<file path="config.mk">
export PLATFORM = sky130hd
export DESIGN_NAME = apb_node_timeout
export DESIGN_NICKNAME = d
export VERILOG_FILES = /design/src/rtl/apb_node_timeout.sv
export SDC_FILE = /design/constraint.sdc
export NUM_CORES = 1
export LEC_CHECK = 0
export ABC_AREA = 0
export CAP_MARGIN = 20
export CORE_AREA = 2 2 217 219
export CTS_CLUSTER_DIAMETER = 150
export DETAILED_ROUTE_END_ITERATION = 12
export DIE_AREA = 0 0 219 221
export PLACE_DENSITY = 0.57
export SLEW_MARGIN = 20
export SYNTH_ARGS = -nofsm -noshare
export SYNTH_HDL_FRONTEND = slang
export SYNTH_SLANG_ARGS = --single-unit
</file>
<file path="constraint.sdc">
create_clock -name ACLK -period 3.1 [get_ports ACLK]
set_input_delay 0.31 -clock ACLK [delete_from_list [all_inputs] [get_ports ACLK]]
set_output_delay 0.31 -clock ACLK [all_outputs]
set_load 0.03 [all_outputs]
</file>
<file path="src/rtl/apb_node_timeout.sv">
// ---------------------------------------------------------------------------
// apb_node_timeout
//
// APB fan-out stage placed behind the AXI-to-APB bridge. It takes the
// bridge's held request, decodes the address against a runtime map, runs a
// SETUP/ACCESS sequence on the selected peripheral and returns a single
// registered completion pulse. Unmapped addresses and peripherals that stall
// in ACCESS for TIMEOUT_CYCLES cycles complete with an error instead of
// hanging the bus.
//
// Ports
//   ACLK, ARESET            clock, synchronous active-high reset
//   PENABLE_i, PWRITE_i,    upstream request (held until PREADY_o),
//   PADDR_i, PWDATA_i       direction, address, write data
//   PRDATA_o, PREADY_o,     upstream response: read data, one-cycle
//   PSLVERR_o               completion pulse, error flag
//   START_ADDR_i,           per-slave inclusive address window, slice k
//   END_ADDR_i              belongs to slave k
//   PSEL_o, PENABLE_o,      downstream APB master: one-hot select, access
//   PWRITE_o, PADDR_o,      phase, registered direction/address/data
//   PWDATA_o
//   PRDATA_i, PREADY_i,     downstream responses, slice/bit k = slave k
//   PSLVERR_i
//   timeout_o               one-cycle pulse when an access is aborted
// ---------------------------------------------------------------------------
module apb_node_timeout #(
    parameter int NB_SLAVES      = 4,
    parameter int APB_ADDR_WIDTH = 32,
    parameter int APB_DATA_WIDTH = 32,
    parameter int TIMEOUT_CYCLES = 255
) (
    input  logic                                 ACLK,
    input  logic                                 ARESET,

    input  logic                                 PENABLE_i,
    input  logic                                 PWRITE_i,
    input  logic [APB_ADDR_WIDTH-1:0]            PADDR_i,
    input  logic [APB_DATA_WIDTH-1:0]            PWDATA_i,
    output logic [APB_DATA_WIDTH-1:0]            PRDATA_o,
    output logic                                 PREADY_o,
    output logic                                 PSLVERR_o,

    input  logic [NB_SLAVES*APB_ADDR_WIDTH-1:0]  START_ADDR_i,
    input  logic [NB_SLAVES*APB_ADDR_WIDTH-1:0]  END_ADDR_i,

    output logic [NB_SLAVES-1:0]                 PSEL_o,
    output logic                                 PENABLE_o,
    output logic                                 PWRITE_o,
    output logic [APB_ADDR_WIDTH-1:0]            PADDR_o,
    output logic [APB_DATA_WIDTH-1:0]            PWDATA_o,
    input  logic [NB_SLAVES*APB_DATA_WIDTH-1:0]  PRDATA_i,
    input  logic [NB_SLAVES-1:0]                 PREADY_i,
    input  logic [NB_SLAVES-1:0]                 PSLVERR_i,

    output logic                                 timeout_o
);

    localparam int IDX_W   = (NB_SLAVES > 1) ? $clog2(NB_SLAVES) : 1;
    localparam int CNT_RAW = $clog2(TIMEOUT_CYCLES + 1);
    localparam int CNT_W   = (CNT_RAW > 0) ? CNT_RAW : 1;
    localparam bit TIMEOUT_EN = (TIMEOUT_CYCLES != 0);
    // Last ACCESS cycle index allowed before the abort fires.
    localparam logic [CNT_W-1:0] CNT_LAST = CNT_W'(TIMEOUT_CYCLES - 1);

    typedef enum logic [1:0] {
        S_IDLE,
        S_SETUP,
        S_ACCESS,
        S_RESP
    } state_t;

    state_t                    state_q, state_d;
    logic [IDX_W-1:0]          sel_q, sel_d;
    logic [CNT_W-1:0]          cnt_q, cnt_d;

    logic [NB_SLAVES-1:0]      psel_d;
    logic                      penable_d;
    logic                      pwrite_d;
    logic [APB_ADDR_WIDTH-1:0] paddr_d;
    logic [APB_DATA_WIDTH-1:0] pwdata_d;
    logic [APB_DATA_WIDTH-1:0] prdata_d;
    logic                      pready_d;
    logic                      pslverr_d;
    logic                      timeout_d;

    // Address decode: lowest-indexed matching window wins. An inverted
    // window (start > end) can never satisfy both compares.
    logic                      hit;
    logic [IDX_W-1:0]          hit_idx;

    always_comb begin
        // NOTE: every signal driven here gets a default first so no path
        // through the block leaves it unassigned, which would infer a latch.
        hit     = 1'b0;
        hit_idx = '0;
        for (int k = 0; k < NB_SLAVES; k++) begin
            if (!hit &&
                PADDR_i >= START_ADDR_i[k*APB_ADDR_WIDTH +: APB_ADDR_WIDTH] &&
                PADDR_i <= END_ADDR_i[k*APB_ADDR_WIDTH +: APB_ADDR_WIDTH]) begin
                hit     = 1'b1;
                hit_idx = IDX_W'(k);
            end
        end
    end

    // Response of the currently selected slave; all others are ignored.
    logic [APB_DATA_WIDTH-1:0] sel_rdata;
    logic                      sel_ready;
    logic                      sel_err;
    logic [NB_SLAVES-1:0]      sel_onehot;

    always_comb begin
        sel_rdata  = '0;
        sel_ready  = 1'b0;
        sel_err    = 1'b0;
        sel_onehot = '0;
        for (int k = 0; k < NB_SLAVES; k++) begin
            if (sel_q == IDX_W'(k)) begin
                sel_rdata     = PRDATA_i[k*APB_DATA_WIDTH +: APB_DATA_WIDTH];
                sel_ready     = PREADY_i[k];
                sel_err       = PSLVERR_i[k];
                sel_onehot[k] = 1'b1;
            end
        end
    end

    // Next-state and next-output logic. Every output is registered, so the
    // values computed here are the ones visible in the following state.
    always_comb begin
        state_d   = state_q;
        sel_d     = sel_q;
        cnt_d     = cnt_q;
        pwrite_d  = PWRITE_o;
        paddr_d   = PADDR_o;
        pwdata_d  = PWDATA_o;
        psel_d    = '0;
        penable_d = 1'b0;
        prdata_d  = '0;
        pready_d  = 1'b0;
        pslverr_d = 1'b0;
        timeout_d = 1'b0;

        unique case (state_q)
            S_IDLE: begin
                if (PENABLE_i) begin
                    pwrite_d = PWRITE_i;
                    paddr_d  = PADDR_i;
                    pwdata_d = PWDATA_i;
                    if (hit) begin
                        sel_d           = hit_idx;
                        psel_d[hit_idx] = 1'b1;
                        state_d         = S_SETUP;
                    end else begin
                        pready_d  = 1'b1;
                        pslverr_d = 1'b1;
                        state_d   = S_RESP;
                    end
                end
            end

            S_SETUP: begin
                psel_d    = sel_onehot;
                penable_d = 1'b1;
                cnt_d     = '0;
                state_d   = S_ACCESS;
            end

            S_ACCESS: begin
                if (sel_ready) begin
                    pready_d  = 1'b1;
                    pslverr_d = sel_err;
                    prdata_d  = PWRITE_o ? '0 : sel_rdata;
                    state_d   = S_RESP;
                end else if (TIMEOUT_EN && cnt_q == CNT_LAST) begin
                    pready_d  = 1'b1;
                    pslverr_d = 1'b1;
                    timeout_d = 1'b1;
                    state_d   = S_RESP;
                end else begin
                    // With the timeout disabled the counter is held so it
                    // cannot wrap during an unbounded wait.
                    if (TIMEOUT_EN) begin
                        cnt_d = cnt_q + 1'b1;
                    end
                    psel_d    = sel_onehot;
                    penable_d = 1'b1;
                end
            end

            S_RESP: begin
                state_d = S_IDLE;
            end

            default: begin
                state_d = S_IDLE;
            end
        endcase
    end

    always_ff @(posedge ACLK) begin
        // NOTE: sequential state uses non-blocking assignments so every
        // register samples the pre-edge values, independent of statement order.
        if (ARESET) begin
            state_q   <= S_IDLE;
            sel_q     <= '0;
            cnt_q     <= '0;
            PSEL_o    <= '0;
            PENABLE_o <= 1'b0;
            PWRITE_o  <= 1'b0;
            PADDR_o   <= '0;
            PWDATA_o  <= '0;
            PRDATA_o  <= '0;
            PREADY_o  <= 1'b0;
            PSLVERR_o <= 1'b0;
            timeout_o <= 1'b0;
        end else begin
            state_q   <= state_d;
            sel_q     <= sel_d;
            cnt_q     <= cnt_d;
            PSEL_o    <= psel_d;
            PENABLE_o <= penable_d;
            PWRITE_o  <= pwrite_d;
            PADDR_o   <= paddr_d;
            PWDATA_o  <= pwdata_d;
            PRDATA_o  <= prdata_d;
            PREADY_o  <= pready_d;
            PSLVERR_o <= pslverr_d;
            timeout_o <= timeout_d;
        end
    end

endmodule

</file>
==> results.md <==
Synthesis:
- The synthesized design contains 117 register bits.
- The post-synthesis cell type with the largest combined area is sky130_fd_sc_hd__ha_1.
- In this run, distinct cell masters in the synthesized netlist total 62.
- The synthesized net count is 2109.
- The gate count of the mapped netlist is 1387.
- The share of Yosys cell area claimed by the top area cell type is 0.2925.
- The total of warnings raised by yosys is 0.
- After synthesis the cells add up to 0.01121 sq mm.
- The synthesized design contains 0 enable-type register cells.
- Yosys attributes the largest share of cell area to sky130_fd_sc_hd__ha_1 29%, sky130_fd_sc_hd__dfxtp_1 21%, sky130_fd_sc_hd__inv_1 8.7%, sky130_fd_sc_hd__a21oi_1 6.9%, sky130_fd_sc_hd__mux4_2 6.8%.
- In the synthesized netlist the async set-or-reset flop fraction comes to 0.
- The sequential fraction of the synthesis area is 0.2090.
- In this run the mean area of a mapped cell was 8.079 sq um.
- The dominant synthesized flop cell is sky130_fd_sc_hd__dfxtp_1.

Clock tree:
- Clock tree synthesis found a total of 117 sinks.
- Clock-pin slew was measured on the worst setup and hold paths at 0.06 ns.
- Clock latency on the worst-skew pair, taken at its later pin, is 0.43 ns.
- The CTS tree is built.
- The total CTS buffers is 17.
- The H-tree was split into 4 levels.
- The clock passes through at most 2 buffers.
- Hold repair after CTS inserted 0 buffers.
- The cell sitting at the root of the clock tree is a sky130_fd_sc_hd__clkbuf_16.

Status:
- The flow ran to the end, and the final reports show no timing, DRC or antenna violations.

Power:
- VDD sags by at most 0.3420 mV.
- The ratio of total power to cell area is 389.3 mW/mm^2.
- The static power due to leakage is 9.001 nW.

Setup path:
- Counting cells, the worst reg-to-reg path comes to 7.
- Along the worst path, the maximum fanout reaches 6.
- The buffer and inverter count on the worst path is 3.
- STA classifies the critical path startpoint as an input port.
- The critical path launch point is PADDR_i[0].
- The signal on the critical path passes through clkdlybuf4s50_1, inv_1, buf_4, ha_1, nand2b_1, a2111o_1, a311oi_2, o211ai_1, a31oi_2, a21o_1, nand2_1, o41ai_1.
- STA classifies the critical path endpoint as a flip-flop.
- On the critical path, the stage with the largest delay is an instance of sky130_fd_sc_hd__clkdlybuf4s50_1.
- The setup slack on the worst flop-to-flop path is 0.82 ns.
- The worst register-to-register path begins at cnt_q[3].
- At the worst endpoint, the arrival time is 3.34 ns.
- Broken down by cell family, the worst path's largest delay share belongs to compound AO/OA/AOI/OAI gates.
- The highest cell delay on the worst timing path is 0.51 ns.
- The worst register-to-register path ends at PSEL_o[2].
- The setup path with the least slack is of type input port to flip-flop.
- The required arrival time at the worst endpoint is 3.42 ns.

Floorplanning:
- After floorplanning, the core was sized to cover 0.04606 sq mm.
- Measured along the x axis, the die boundary spans 219 microns.
- Measured along the y axis, the die boundary spans 221 microns.
- The initialized floorplan defines 79 standard-cell rows.
- 565 I/O pins were placed.
- The die covers 0.04840 sq mm.
- The effective utilization at floorplan is 0.2433.

GRT:
- The pin count of the biggest net entering global routing is 64.
- The via count of the first global-routing pass is 13.33k.
- The remaining global-route overflow is 0.
- The first global-routing pass estimated 79050 microns of wire.
- The overall track demand over capacity in global routing is 0.2177.
- The initial antenna violation count was 12.

STA:
- The worst-case hold slack is 0.3388 ns.
- At the pin with the least slew margin, the transition time is 0.7235 ns.
- Derived from the worst setup path, the maximum achievable clock frequency is 331.0 MHz.
- Setup repair after global routing left no endpoint under its margin.
- The part of the cycle the worst path needs is 0.9747.
- The clock period minus final worst setup slack is 3.022 ns.
- The count of final hold-check violations is 0.
- The final max-slew violation count is 0.
- The worst clock skew is 0.01129 ns.
- The worst pin sits at a relative slew slack of 0.5176.
- Setup violations remaining at the end of the flow were counted as 0.

Detailed routing:
- The total wirelength of the detailed-routed design is 53880 microns.
- The average wire per standard cell is 20.00 microns.
- The initial detailed-routing violation count is 587.
- The count of antenna-violating nets left after detailed routing is 0.
- The number of remaining DRC errors is 0.
- Before antenna repair, the detailed router went through 5 iterations.
- The detailed-route vias per instance is 4.699.
- The number of vias in the routed layout is 12.66k.

Placement:
- The placer congestion estimate is 0.9164.
- Buffers placed on the I/O ports in this run total 564.
- The total half-perimeter wirelength after legalization and detailed placement is 46680 microns.
- Once placement finished, the instance area stood at 0.01852 sq mm.

Min path:
- The path class of the tightest hold or removal check is input port to flip-flop.
- The worst hold path terminates at PSEL_o[1].
- The startpoint of the tightest hold check path is ARESET.
- Counting instances, the worst hold path has a depth of 3.

Finish:
- The number of fill cells is 4653.
- The fraction of final layout cells sized beyond drive strength 1 is 0.1096.
- The area overhead of the layout relative to synthesis is 71.47%.
- The post-route cell area is 0.01921 sq mm.
- The net count of the finished layout is 2789.

Job:
- The tool flagged a number of max-cap violations equal to 0.
cell usage after synthesis (5+ instances only):
master	n
sky130_fd_sc_hd__nand4_1	48
sky130_fd_sc_hd__o21a_1	6
sky130_fd_sc_hd__nor2b_1	7
sky130_fd_sc_hd__clkbuf_1	30
sky130_fd_sc_hd__ha_1	262
sky130_fd_sc_hd__nor4_1	5
sky130_fd_sc_hd__a211oi_1	9
sky130_fd_sc_hd__a21o_1	23
sky130_fd_sc_hd__nor2_1	33
sky130_fd_sc_hd__a221oi_1	7
sky130_fd_sc_hd__nand3_1	24
sky130_fd_sc_hd__nand2_1	184
sky130_fd_sc_hd__buf_1	5
sky130_fd_sc_hd__dfxtp_1	117
sky130_fd_sc_hd__and4_1	13
sky130_fd_sc_hd__inv_1	261
sky130_fd_sc_hd__a21oi_1	154
sky130_fd_sc_hd__o21ai_0	36
sky130_fd_sc_hd__o211ai_1	12
sky130_fd_sc_hd__nand2b_1	6
sky130_fd_sc_hd__xor2_1	5
sky130_fd_sc_hd__mux4_2	34
sky130_fd_sc_hd__and3_1	37
state kept, by name (all words and copies together) (netlist names):
signal,cells
sel_q,2
PSLVERR_o,1
cnt_q,8
PREADY_o,1
PWDATA_o,32
PWRITE_o,1
state_q,2
PRDATA_o,32
PSEL_o,4
PENABLE_o,1
timeout_o,1
PADDR_o,32
logic make-up after synthesis:
logic type	Yosys count	synth area share
and+or+nand+nor	377	0.1642
buffers and inverters	300	0.1009
AOI/OAI and AO/OA	289	0.1581
adders and majority gates	262	0.2925
DFF	117	0.2090
muxes	37	0.07124
xor gates and xnor gates	5	0.003908
layout make-up:
cell class,instances,area [sq um],area share
Antenna cell,7,17.52,0.0009116
Clock buffer,17,425.4,0.02214
Clock inverter,15,160.2,0.008335
Inverter,261,979.7,0.05099
Multi-Input combinational cell,970,7829,0.4074
Sequential cell,117,2345,0.1220
Tap cell,607,759.5,0.03953
Timing Repair Buffer,700,6699,0.3486
cells in the final DEF (no fill, tap or decap), types with 3 or more instances in the layout:
master,count
sky130_fd_sc_hd__o211ai_1,12
sky130_fd_sc_hd__nor2b_1,7
sky130_fd_sc_hd__a221o_1,4
sky130_fd_sc_hd__and3_1,37
sky130_fd_sc_hd__nand2b_1,6
sky130_fd_sc_hd__mux4_2,34
sky130_fd_sc_hd__nand2_1,183
sky130_fd_sc_hd__a21oi_1,153
sky130_fd_sc_hd__ha_1,262
sky130_fd_sc_hd__nor2_1,32
sky130_fd_sc_hd__o31ai_1,3
sky130_fd_sc_hd__dfxtp_1,115
sky130_fd_sc_hd__clkdlybuf4s50_1,563
sky130_fd_sc_hd__or3_1,3
sky130_fd_sc_hd__nand3_1,24
sky130_fd_sc_hd__a221oi_1,6
sky130_fd_sc_hd__nor3_1,4
sky130_fd_sc_hd__inv_1,261
sky130_fd_sc_hd__nor3b_1,3
sky130_fd_sc_hd__inv_6,7
sky130_fd_sc_hd__inv_8,4
sky130_fd_sc_hd__diode_2,7
sky130_fd_sc_hd__a21o_1,23
sky130_fd_sc_hd__o21a_1,6
sky130_fd_sc_hd__nand4_1,48
sky130_fd_sc_hd__nor4_1,3
sky130_fd_sc_hd__buf_12,3
sky130_fd_sc_hd__clkbuf_16,17
sky130_fd_sc_hd__o21ai_0,35
sky130_fd_sc_hd__a211oi_1,9
sky130_fd_sc_hd__xor2_1,5
sky130_fd_sc_hd__buf_4,133
sky130_fd_sc_hd__and4_1,13
metrics by stage:
step                power (mW)  TNS (ns)  utilization  cells  setup slack (ns)
global route             7.930         0       0.4171   2693         0.0002593
floorplan                3.684         0            -   1387            0.4679
finish                   7.480         0       0.4172   2694           0.07849
CTS                      7.556         0       0.4150   2686           0.01907
detailed placement       5.516    -4.110       0.4021   2654           -0.5651
global placement         5.460    -3.644       0.4021   2654           -0.5285
what timing repair did:
item                       CTS  global route
buffers inserted             0             1
resized for setup            1            14
setup endpoints to repair    7             8
pin swaps                    1             6
worst max path at each step:
stage / end / cells after the start
finish: PSLVERR_o / 12
global route: sel_q[0] / 13
CTS: PREADY_o / 11
detailed placement: PSLVERR_o / 12
global placement: PSLVERR_o / 12
floorplan: PREADY_o / 10
where the power goes:
group	switching [mW]	internal [mW]	leakage [nW]	total [mW]
sequential	0.119	1.72	0.954	1.84
clock	0.853	1.14	0.284	2.00
combinational	1.93	1.71	7.76	3.64
total	2.90	4.58	9.00	7.48
layer usage:
| layer | wire (microns) | vias up | GRT usage |
|---|---|---|---|
| met5 | 37 | - | 0 |
| met4 | 1205 | 6 | 0.06386 |
| met3 | 3677 | 62 | 0.04893 |
| met2 | 27290 | 455 | 0.4030 |
| met1 | 21670 | 5898 | 0.2457 |
| li1 | - | 6239 | - |
tightest hold or removal path, stage by stage:
cell and delay [ns]:
sky130_fd_sc_hd__buf_2 0.17, sky130_fd_sc_hd__or2_2 0.18, sky130_fd_sc_hd__a21oi_1 0.04
(Power assumes the default switching activity.)
